`src/rtl/div_iter_pkg.sv`:
```
// Shared constants, operation encodings and FSM state type for the iterative MIPS32 divider.
package div_iter_pkg;

    localparam int WORD_W    = 32;
    localparam int DIV_CNT_W = 6;

    // Same sign-select encoding as the neighbouring add/sub unit.
    localparam logic SIGNED_OP   = 1'b0;
    localparam logic UNSIGNED_OP = 1'b1;

    typedef enum logic [1:0] {
        DIV_IDLE = 2'd0,
        DIV_CALC = 2'd1,
        DIV_FIX  = 2'd2,
        DIV_DONE = 2'd3
    } divState_e;

    function automatic logic [WORD_W-1:0] absVal(input logic [WORD_W-1:0] value,
                                                 input logic              isSigned);
        absVal = (isSigned && value[WORD_W-1]) ? -value : value;
    endfunction

endpackage

```
`src/rtl/div_iter_if.sv`:
```
// Request/result bundle between the EX stage and the iterative divider.
interface div_iter_if #(
    parameter int WIDTH = 32
);
    logic             start;
    logic             sign;
    logic             flush;
    logic [WIDTH-1:0] data_a;
    logic [WIDTH-1:0] data_b;
    logic [WIDTH-1:0] lo;
    logic [WIDTH-1:0] hi;
    logic             busy;
    logic             done;
    logic             div_by_zero;

    modport master (
        output start, sign, flush, data_a, data_b,
        input  lo, hi, busy, done, div_by_zero
    );

    modport slave (
        input  start, sign, flush, data_a, data_b,
        output lo, hi, busy, done, div_by_zero
    );
endinterface

```
`src/rtl/div_iter_step.sv`:
```
// One combinational restoring shift-subtract step of the divider.
module div_step #(
    parameter int WIDTH = 32
) (
    input  logic [WIDTH:0]   rem_i,
    input  logic             dvdMsb_i,
    input  logic [WIDTH-1:0] divisor_i,
    output logic [WIDTH:0]   rem_o,
    output logic             qBit_o
);
    logic [WIDTH+1:0] shifted;
    logic [WIDTH+1:0] trial;

    // One guard bit above the remainder so the trial subtraction's sign is always visible.
    always_comb begin
        shifted = {rem_i, dvdMsb_i};
        trial   = shifted - {2'b00, divisor_i};
        qBit_o  = ~trial[WIDTH+1];
        rem_o   = qBit_o ? trial[WIDTH:0] : shifted[WIDTH:0];
    end

endmodule

```
`src/rtl/div_iter.sv`:
```
// Multi-cycle restoring divider for MIPS32 DIV/DIVU (quotient -> lo, remainder -> hi).
// Optional early divide-by-zero exit when DIV_ZERO_DETECT_EN is defined.
module div_iter
    import div_iter_pkg::*;
#(
    parameter int WIDTH = WORD_W,
    parameter int CNT_W = DIV_CNT_W
) (
    input  logic      clk,
    input  logic      rst_n,
    div_iter_if.slave bus
);

    divState_e        state_q, state_d;
    logic [CNT_W-1:0] count_q, count_d;
    logic [WIDTH:0]   partRem_q, partRem_d;
    logic [WIDTH-1:0] quot_q, quot_d;
    logic [WIDTH-1:0] divisor_q, divisor_d;
    logic             negQuot_q, negQuot_d;
    logic             negRem_q, negRem_d;
    logic [WIDTH-1:0] lo_q, lo_d;
    logic [WIDTH-1:0] hi_q, hi_d;
    logic [WIDTH:0]   stepRem;
    logic             stepBit;
    logic             isSigned;

`ifdef DIV_ZERO_DETECT_EN
    logic [WIDTH-1:0] rawA_q, rawA_d;
    logic             divZero_q, divZero_d;
`endif

    assign isSigned = (bus.sign == SIGNED_OP);

    // The dividend shifts out of quot_q MSB-first while quotient bits shift in at the LSB.
    div_step #(.WIDTH(WIDTH)) u_step (
        .rem_i     (partRem_q),
        .dvdMsb_i  (quot_q[WIDTH-1]),
        .divisor_i (divisor_q),
        .rem_o     (stepRem),
        .qBit_o    (stepBit)
    );

    always_comb begin
        state_d   = state_q;
        count_d   = count_q;
        partRem_d = partRem_q;
        quot_d    = quot_q;
        divisor_d = divisor_q;
        negQuot_d = negQuot_q;
        negRem_d  = negRem_q;
        lo_d      = lo_q;
        hi_d      = hi_q;
`ifdef DIV_ZERO_DETECT_EN
        rawA_d    = rawA_q;
        divZero_d = divZero_q;
`endif
        if (bus.flush) begin
            state_d = DIV_IDLE;
        end else begin
            case (state_q)
                DIV_IDLE: begin
                    if (bus.start) begin
                        quot_d    = absVal(bus.data_a, isSigned);
                        divisor_d = absVal(bus.data_b, isSigned);
                        negQuot_d = isSigned & (bus.data_a[WIDTH-1] ^ bus.data_b[WIDTH-1]);
                        negRem_d  = isSigned & bus.data_a[WIDTH-1];
                        partRem_d = '0;
                        count_d   = '0;
`ifdef DIV_ZERO_DETECT_EN
                        rawA_d    = bus.data_a;
`endif
                        state_d   = DIV_CALC;
                    end
                end
                DIV_CALC: begin
                    partRem_d = stepRem;
                    quot_d    = {quot_q[WIDTH-2:0], stepBit};
                    count_d   = count_q + CNT_W'(1);
                    if (count_q == CNT_W'(WIDTH - 1)) begin
                        state_d = DIV_FIX;
                    end
`ifdef DIV_ZERO_DETECT_EN
                    if (divisor_q == '0) begin
                        lo_d      = '1;
                        hi_d      = rawA_q;
                        divZero_d = 1'b1;
                        state_d   = DIV_DONE;
                    end
`endif
                end
                DIV_FIX: begin
                    lo_d    = negQuot_q ? -quot_q : quot_q;
                    hi_d    = negRem_q ? -partRem_q[WIDTH-1:0] : partRem_q[WIDTH-1:0];
`ifdef DIV_ZERO_DETECT_EN
                    divZero_d = 1'b0;
`endif
                    state_d = DIV_DONE;
                end
                DIV_DONE: begin
                    state_d = DIV_IDLE;
                end
                default: begin
                    state_d = DIV_IDLE;
                end
            endcase
        end
    end

    always_ff @(posedge clk or negedge rst_n) begin
        if (!rst_n) begin
            state_q   <= DIV_IDLE;
            count_q   <= '0;
            partRem_q <= '0;
            quot_q    <= '0;
            divisor_q <= '0;
            negQuot_q <= 1'b0;
            negRem_q  <= 1'b0;
            lo_q      <= '0;
            hi_q      <= '0;
`ifdef DIV_ZERO_DETECT_EN
            rawA_q    <= '0;
            divZero_q <= 1'b0;
`endif
        end else begin
            state_q   <= state_d;
            count_q   <= count_d;
            partRem_q <= partRem_d;
            quot_q    <= quot_d;
            divisor_q <= divisor_d;
            negQuot_q <= negQuot_d;
            negRem_q  <= negRem_d;
            lo_q      <= lo_d;
            hi_q      <= hi_d;
`ifdef DIV_ZERO_DETECT_EN
            rawA_q    <= rawA_d;
            divZero_q <= divZero_d;
`endif
        end
    end

    assign bus.lo   = lo_q;
    assign bus.hi   = hi_q;
    assign bus.busy = (state_q == DIV_CALC) || (state_q == DIV_FIX);
    assign bus.done = (state_q == DIV_DONE);
`ifdef DIV_ZERO_DETECT_EN
    assign bus.div_by_zero = divZero_q;
`else
    assign bus.div_by_zero = 1'b0;
`endif

endmodule

```
`src/flat_wrapper.sv`:
```
// flat-port wrapper written by rule: the top's interface ports become plain ports
module div_iter_flat import div_iter_pkg::*;
#(
    parameter int WIDTH = WORD_W,
    parameter int CNT_W = DIV_CNT_W
)
  (clk, rst_n, bus_start, bus_sign, bus_flush, bus_data_a, bus_data_b, bus_lo, bus_hi, bus_busy, bus_done, bus_div_by_zero);
  div_iter_if #(.WIDTH(WIDTH)) bus_i ();
  input  logic clk;
  input  logic rst_n;
  input wire logic [$bits(bus_i.start)-1:0] bus_start;
  input wire logic [$bits(bus_i.sign)-1:0] bus_sign;
  input wire logic [$bits(bus_i.flush)-1:0] bus_flush;
  input wire logic [$bits(bus_i.data_a)-1:0] bus_data_a;
  input wire logic [$bits(bus_i.data_b)-1:0] bus_data_b;
  output wire logic [$bits(bus_i.lo)-1:0] bus_lo;
  output wire logic [$bits(bus_i.hi)-1:0] bus_hi;
  output wire logic [$bits(bus_i.busy)-1:0] bus_busy;
  output wire logic [$bits(bus_i.done)-1:0] bus_done;
  output wire logic [$bits(bus_i.div_by_zero)-1:0] bus_div_by_zero;
  assign bus_i.start = bus_start;
  assign bus_i.sign = bus_sign;
  assign bus_i.flush = bus_flush;
  assign bus_i.data_a = bus_data_a;
  assign bus_i.data_b = bus_data_b;
  assign bus_lo = bus_i.lo;
  assign bus_hi = bus_i.hi;
  assign bus_busy = bus_i.busy;
  assign bus_done = bus_i.done;
  assign bus_div_by_zero = bus_i.div_by_zero;
  div_iter #(.WIDTH(WIDTH), .CNT_W(CNT_W)) u_core (.clk(clk), .rst_n(rst_n), .bus(bus_i));
endmodule
```
`config.mk`:
```
export PLATFORM = sky130hd
export DESIGN_NAME = div_iter_flat
export DESIGN_NICKNAME = d
export VERILOG_FILES = /design/src/rtl/div_iter_pkg.sv /design/src/rtl/div_iter_if.sv /design/src/rtl/div_iter_step.sv /design/src/rtl/div_iter.sv /design/src/flat_wrapper.sv
export SDC_FILE = /design/constraint.sdc
export NUM_CORES = 1
export LEC_CHECK = 0
export ABC_AREA = 1
export CAP_MARGIN = 5
export CORE_UTILIZATION = 51
export DETAILED_ROUTE_END_ITERATION = 8
export PLACE_DENSITY = 0.76
export SLEW_MARGIN = 20
export SYNTH_ARGS = -nofsm -noshare
export SYNTH_HDL_FRONTEND = slang
export SYNTH_SLANG_ARGS = --single-unit
```
`constraint.sdc`:
```
create_clock -name clk -period 6.2 [get_ports clk]
set_input_delay 0.93 -clock clk [delete_from_list [all_inputs] [get_ports clk]]
set_output_delay 0.93 -clock clk [all_outputs]
set_load 0.02 [all_outputs]
```
==> summary.md <==
| Metric | Value |
|---|---|
| Final WL | `just over 40 mm` |
| Largest net degree at the start of global routing | `96` |
| Tot Pwr | `between 9 and 10 mW` |
| Int Pwr | `~4.4 mW` |
| Setup Buffers After CTS | `0` |
| Clk buf depth | `2` |
| Mux contribution to synthesized area | `0%` |
| Sw Pwr | `4.96 mW` |
| Drt drc | `0` |
| CTS tree | `yes` |
| Total gr overflow | `0` |
| Simple-gate portion of the synthesized area | `around 38%` |
| Synth Area in XOR/XNOR | `5.31%` |
| CP max stage delay | `just under 0.7 ns` |
| Final Hold Fails | `0` |
| Sequential cell fraction of total power | `~23%` |
| Drt pass-1 iters | `6` |
| Synth Area per Inst | `about 6.7 um^2` |
| Reg clk slew, reported paths | `about 0.07 ns` |
| Post-Route Skew | `roughly 0.015 ns` |
| Post-synthesis sequential area ratio | `between 30% and 40%` |
| First-pass GRT wire length | `64.5 mm` |
| Cell area after synthesis | `about 14000 um^2` |
| Vias in the first global route | `between 10000 and 15000` |
| Total negative slack | `0 ns` |
| Final std cells w/o fill | `between 2000 and 2500` |
| Htree depth | `4` |
| Die Y | `165 um` |
| Vias | `between 10000 and 15000` |
| Routability cong. | `0.959` |
| Area share of fa/ha/maj cells after synthesis | `under 10%` |
| Drt wl/cell | `between 15 and 20 um` |
| Initial antenna violation count | `0` |
| Vias per std cell | `5.43` |
| Req. time, crit path | `approximately 6.5 ns` |
| Port Buffer Count | `134` |
| Starting density of the core | `51.9%` |
| Max-slew headroom | `between 30% and 40%` |
| Root Buffer Master | `clkbuf_16` |
| Clock net sink count | `approximately 170` |
| Synth Instances | `2022` |
| Number of buffers created by CTS | `17` |
| Final net count | `roughly 2200` |
| CP most frequent cell | `nand2_1` |
| Compound-gate portion of the synthesized area | `10.1%` |
| Crit path launch type | `input pin` |
| Area Growth Syn to Fin | `15.6%` |
| Die ar. | `roughly 27000 um^2` |
| CORE AREA | `26100 um^2` |
| Gate power share | `between 60% and 70%` |
| Synth warn | `0` |
| Hold Path Class | `reg -> reg` |
| RSZ-0062 raised after global routing | `false` |
| Post-synthesis register bit count | `between 150 and 200` |
| Finish-stage setup viols | `0` |
| Leak | `about 8.0 nW` |
| Antenna fix cells | `0` |
| Cells after DPL | `2437` |
| Routed Antenna Nets | `0` |
| Die width | `approximately 160 um` |
| Fin crit share | `50.3%` |
| Most common cell after layout, fill and taps aside | `nand2_1` |
| Most frequent cells in the layout | `nand2_1, inv_1, nand3_1` |
| Critical path's slowest cell | `clkinv_1` |
| Slew @ Worst Pin | `1.02 ns` |
| Clock power frac | `between 10% and 20%` |
| Hold-fix buffers, CTS | `0` |
| IO Count | `between 100 and 150` |
| Crit. End Element | `register` |
| Detail Placement HPWL | `between 30 and 40 mm` |
| Layout fillers | `roughly 2500` |
| GRT Total Usage | `slightly above 30%` |
| Worst-path cell chain | `clkdlybuf4s50_1 -> inv_1 -> nand2_1 -> clkinv_1 -> nand2_1 -> nand2_1 -> or2_2 -> a31o_2` |
| Post-route minimum period | `around 3.1 ns` |
| Clk_lat worst skew | `between 0.4 and 0.5 ns` |
| Status | `finished clean` |
| Fraction of layout cells with a size suffix above 1 | `6.70%` |
| Critical path class | `in -> reg` |
| F_max | `between 300 and 400 MHz` |
| PwrDens | `~600 nW/um^2` |
| Netlist cell types | `52` |
| Largest family of logic cells by synthesized area | `simple AND/OR/NAND/NOR gates` |
| Max-cap violations | `0` |
| Synthesized Nets | `roughly 2100` |
| WP data arrival | `3.45 ns` |
| Net Sw Frac | `53.2%` |
| Initial DRC Count | `around 1100` |
| FP Rows | `between 50 and 60` |
| CP Max Fanout | `28` |
| Worst vdd ir | `0.400 mV` |
| Resize count post-CTS | `0` |
| Max Slew Vio Count | `0` |
-- per-stage QoR --
stage,instance area [um^2],setup slack [ns],utilization (%),hold WS [ns]
finish,15600,3.08,59.9,0.479
global route,15600,2.87,59.9,0.488
CTS,15600,3.11,59.9,0.477
detailed placement,15000,2.66,57.6,0.468
global placement,15000,2.71,57.6,0.451
floorplan,13500,3.93,-,0.435
-- power groups by stage --
stage          Clock, mW  Combinational [mW]  Sequential [mW]
5_1_grt             1.19                6.72             2.18
3_3_place_gp           0                5.85             2.12
2_1_floorplan          0                4.25             2.14
4_1_cts             1.14                5.99             2.12
6_report            1.13                6.04             2.14
3_5_place_dp           0                5.96             2.14
-- worst paths after layout --
kind | from | to | slack, ns | cells past startpoint
setup / recovery | bus_sign | u_core.quot_q[25]$_DFFE_PN0P_ | 3.08 | 8
hold / removal | u_core.count_q[5]$_DFFE_PN0P_ | u_core.count_q[5]$_DFFE_PN0P_ | 0.48 | 1
setup reg to reg | u_core.state_q[1]$_DFFE_PN0P_ | u_core.count_q[4]$_DFFE_PN0P_ | 3.36 | 11
hold reg to reg | u_core.count_q[5]$_DFFE_PN0P_ | u_core.count_q[5]$_DFFE_PN0P_ | 0.48 | 1
max in group asynchronous | rst_n | u_core.negQuot_q$_DFFE_PN0P_ | 4.41 | 2
min in group asynchronous | rst_n | u_core.partRem_q[6]$_DFFE_PN0P_ | 0.59 | 1
-- synthesized netlist by cell type, drive strengths merged --
master | n | area [um^2]
and3 | 2 | 12.5
conb | 1 | 3.75
fa | 1 | 20.0
nand4 | 23 | 144
a21o | 2 | 15.0
or2 | 11 | 68.8
o22ai | 14 | 87.6
a21oi | 49 | 257
nand3b | 14 | 105
o221ai | 14 | 123
dfrtp | 171 | 4280
and2 | 6 | 37.5
clkbuf | 35 | 131
inv | 301 | 1130
nand3 | 215 | 1270
o31ai | 6 | 45.0
nor3 | 44 | 277
o21a | 2 | 15.0
a31o | 1 | 8.76
o211ai | 7 | 52.6
ha | 41 | 513
nor4 | 3 | 18.8
a31oi | 14 | 87.6
xor2 | 63 | 552
nand2 | 634 | 2470
nor2 | 172 | 719
xnor2 | 19 | 166
buf | 27 | 220
a211oi | 1 | 7.51
clkinv | 2 | 7.51
o21ai | 115 | 579
o21bai | 12 | 90.1
-- layout make-up --
type,instances,area [um^2],share of cell area [%]
Tap cell,335,419,2.68
Timing Repair Buffer,142,1400,8.98
Clock buffer,18,429,2.75
Inverter,303,1140,7.28
Multi-Input combinational cell,1486,7770,49.7
Sequential cell,171,4280,27.4
Clock inverter,14,183,1.17
-- registers in the layout (all words and copies together) (netlist names) --
register,flops
u_core.state_q,2
u_core.count_q,6
u_core.negRem_q,1
u_core.quot_q,32
u_core.partRem_q,33
u_core.negQuot_q,1
u_core.bus.lo,32
u_core.divisor_q,32
u_core.bus.hi,32
-- metal layers --
layer / vias up / wire length [um] / part of all wire [%] / GRT usage (%)
li1: 6644 / - / - / -
met1: 6247 / 18200 / 45 / 41.6
met2: 431 / 18900 / 47 / 49.8
met3: 84 / 1890 / 4.7 / 3.59
met4: 0 / 1300 / 3.2 / 10.9
met5: - / 0 / 0 / 0
-- critical path: cells and delay by family --
| kind | cells | cell delay, ns |
|---|---|---|
| compound gates | 1 | 0.19 |
| simple gates | 4 | 1.08 |
| buf+inv | 3 | 1.25 |
-- cell families after synthesis --
kind of cell	count (synthesis)
buf+inv	365
simple gates	1124
other cells	1
xor+xnor	82
flops	171
compound gates	237
fa+ha+maj	42
Power figures use the tool's default switching activity.
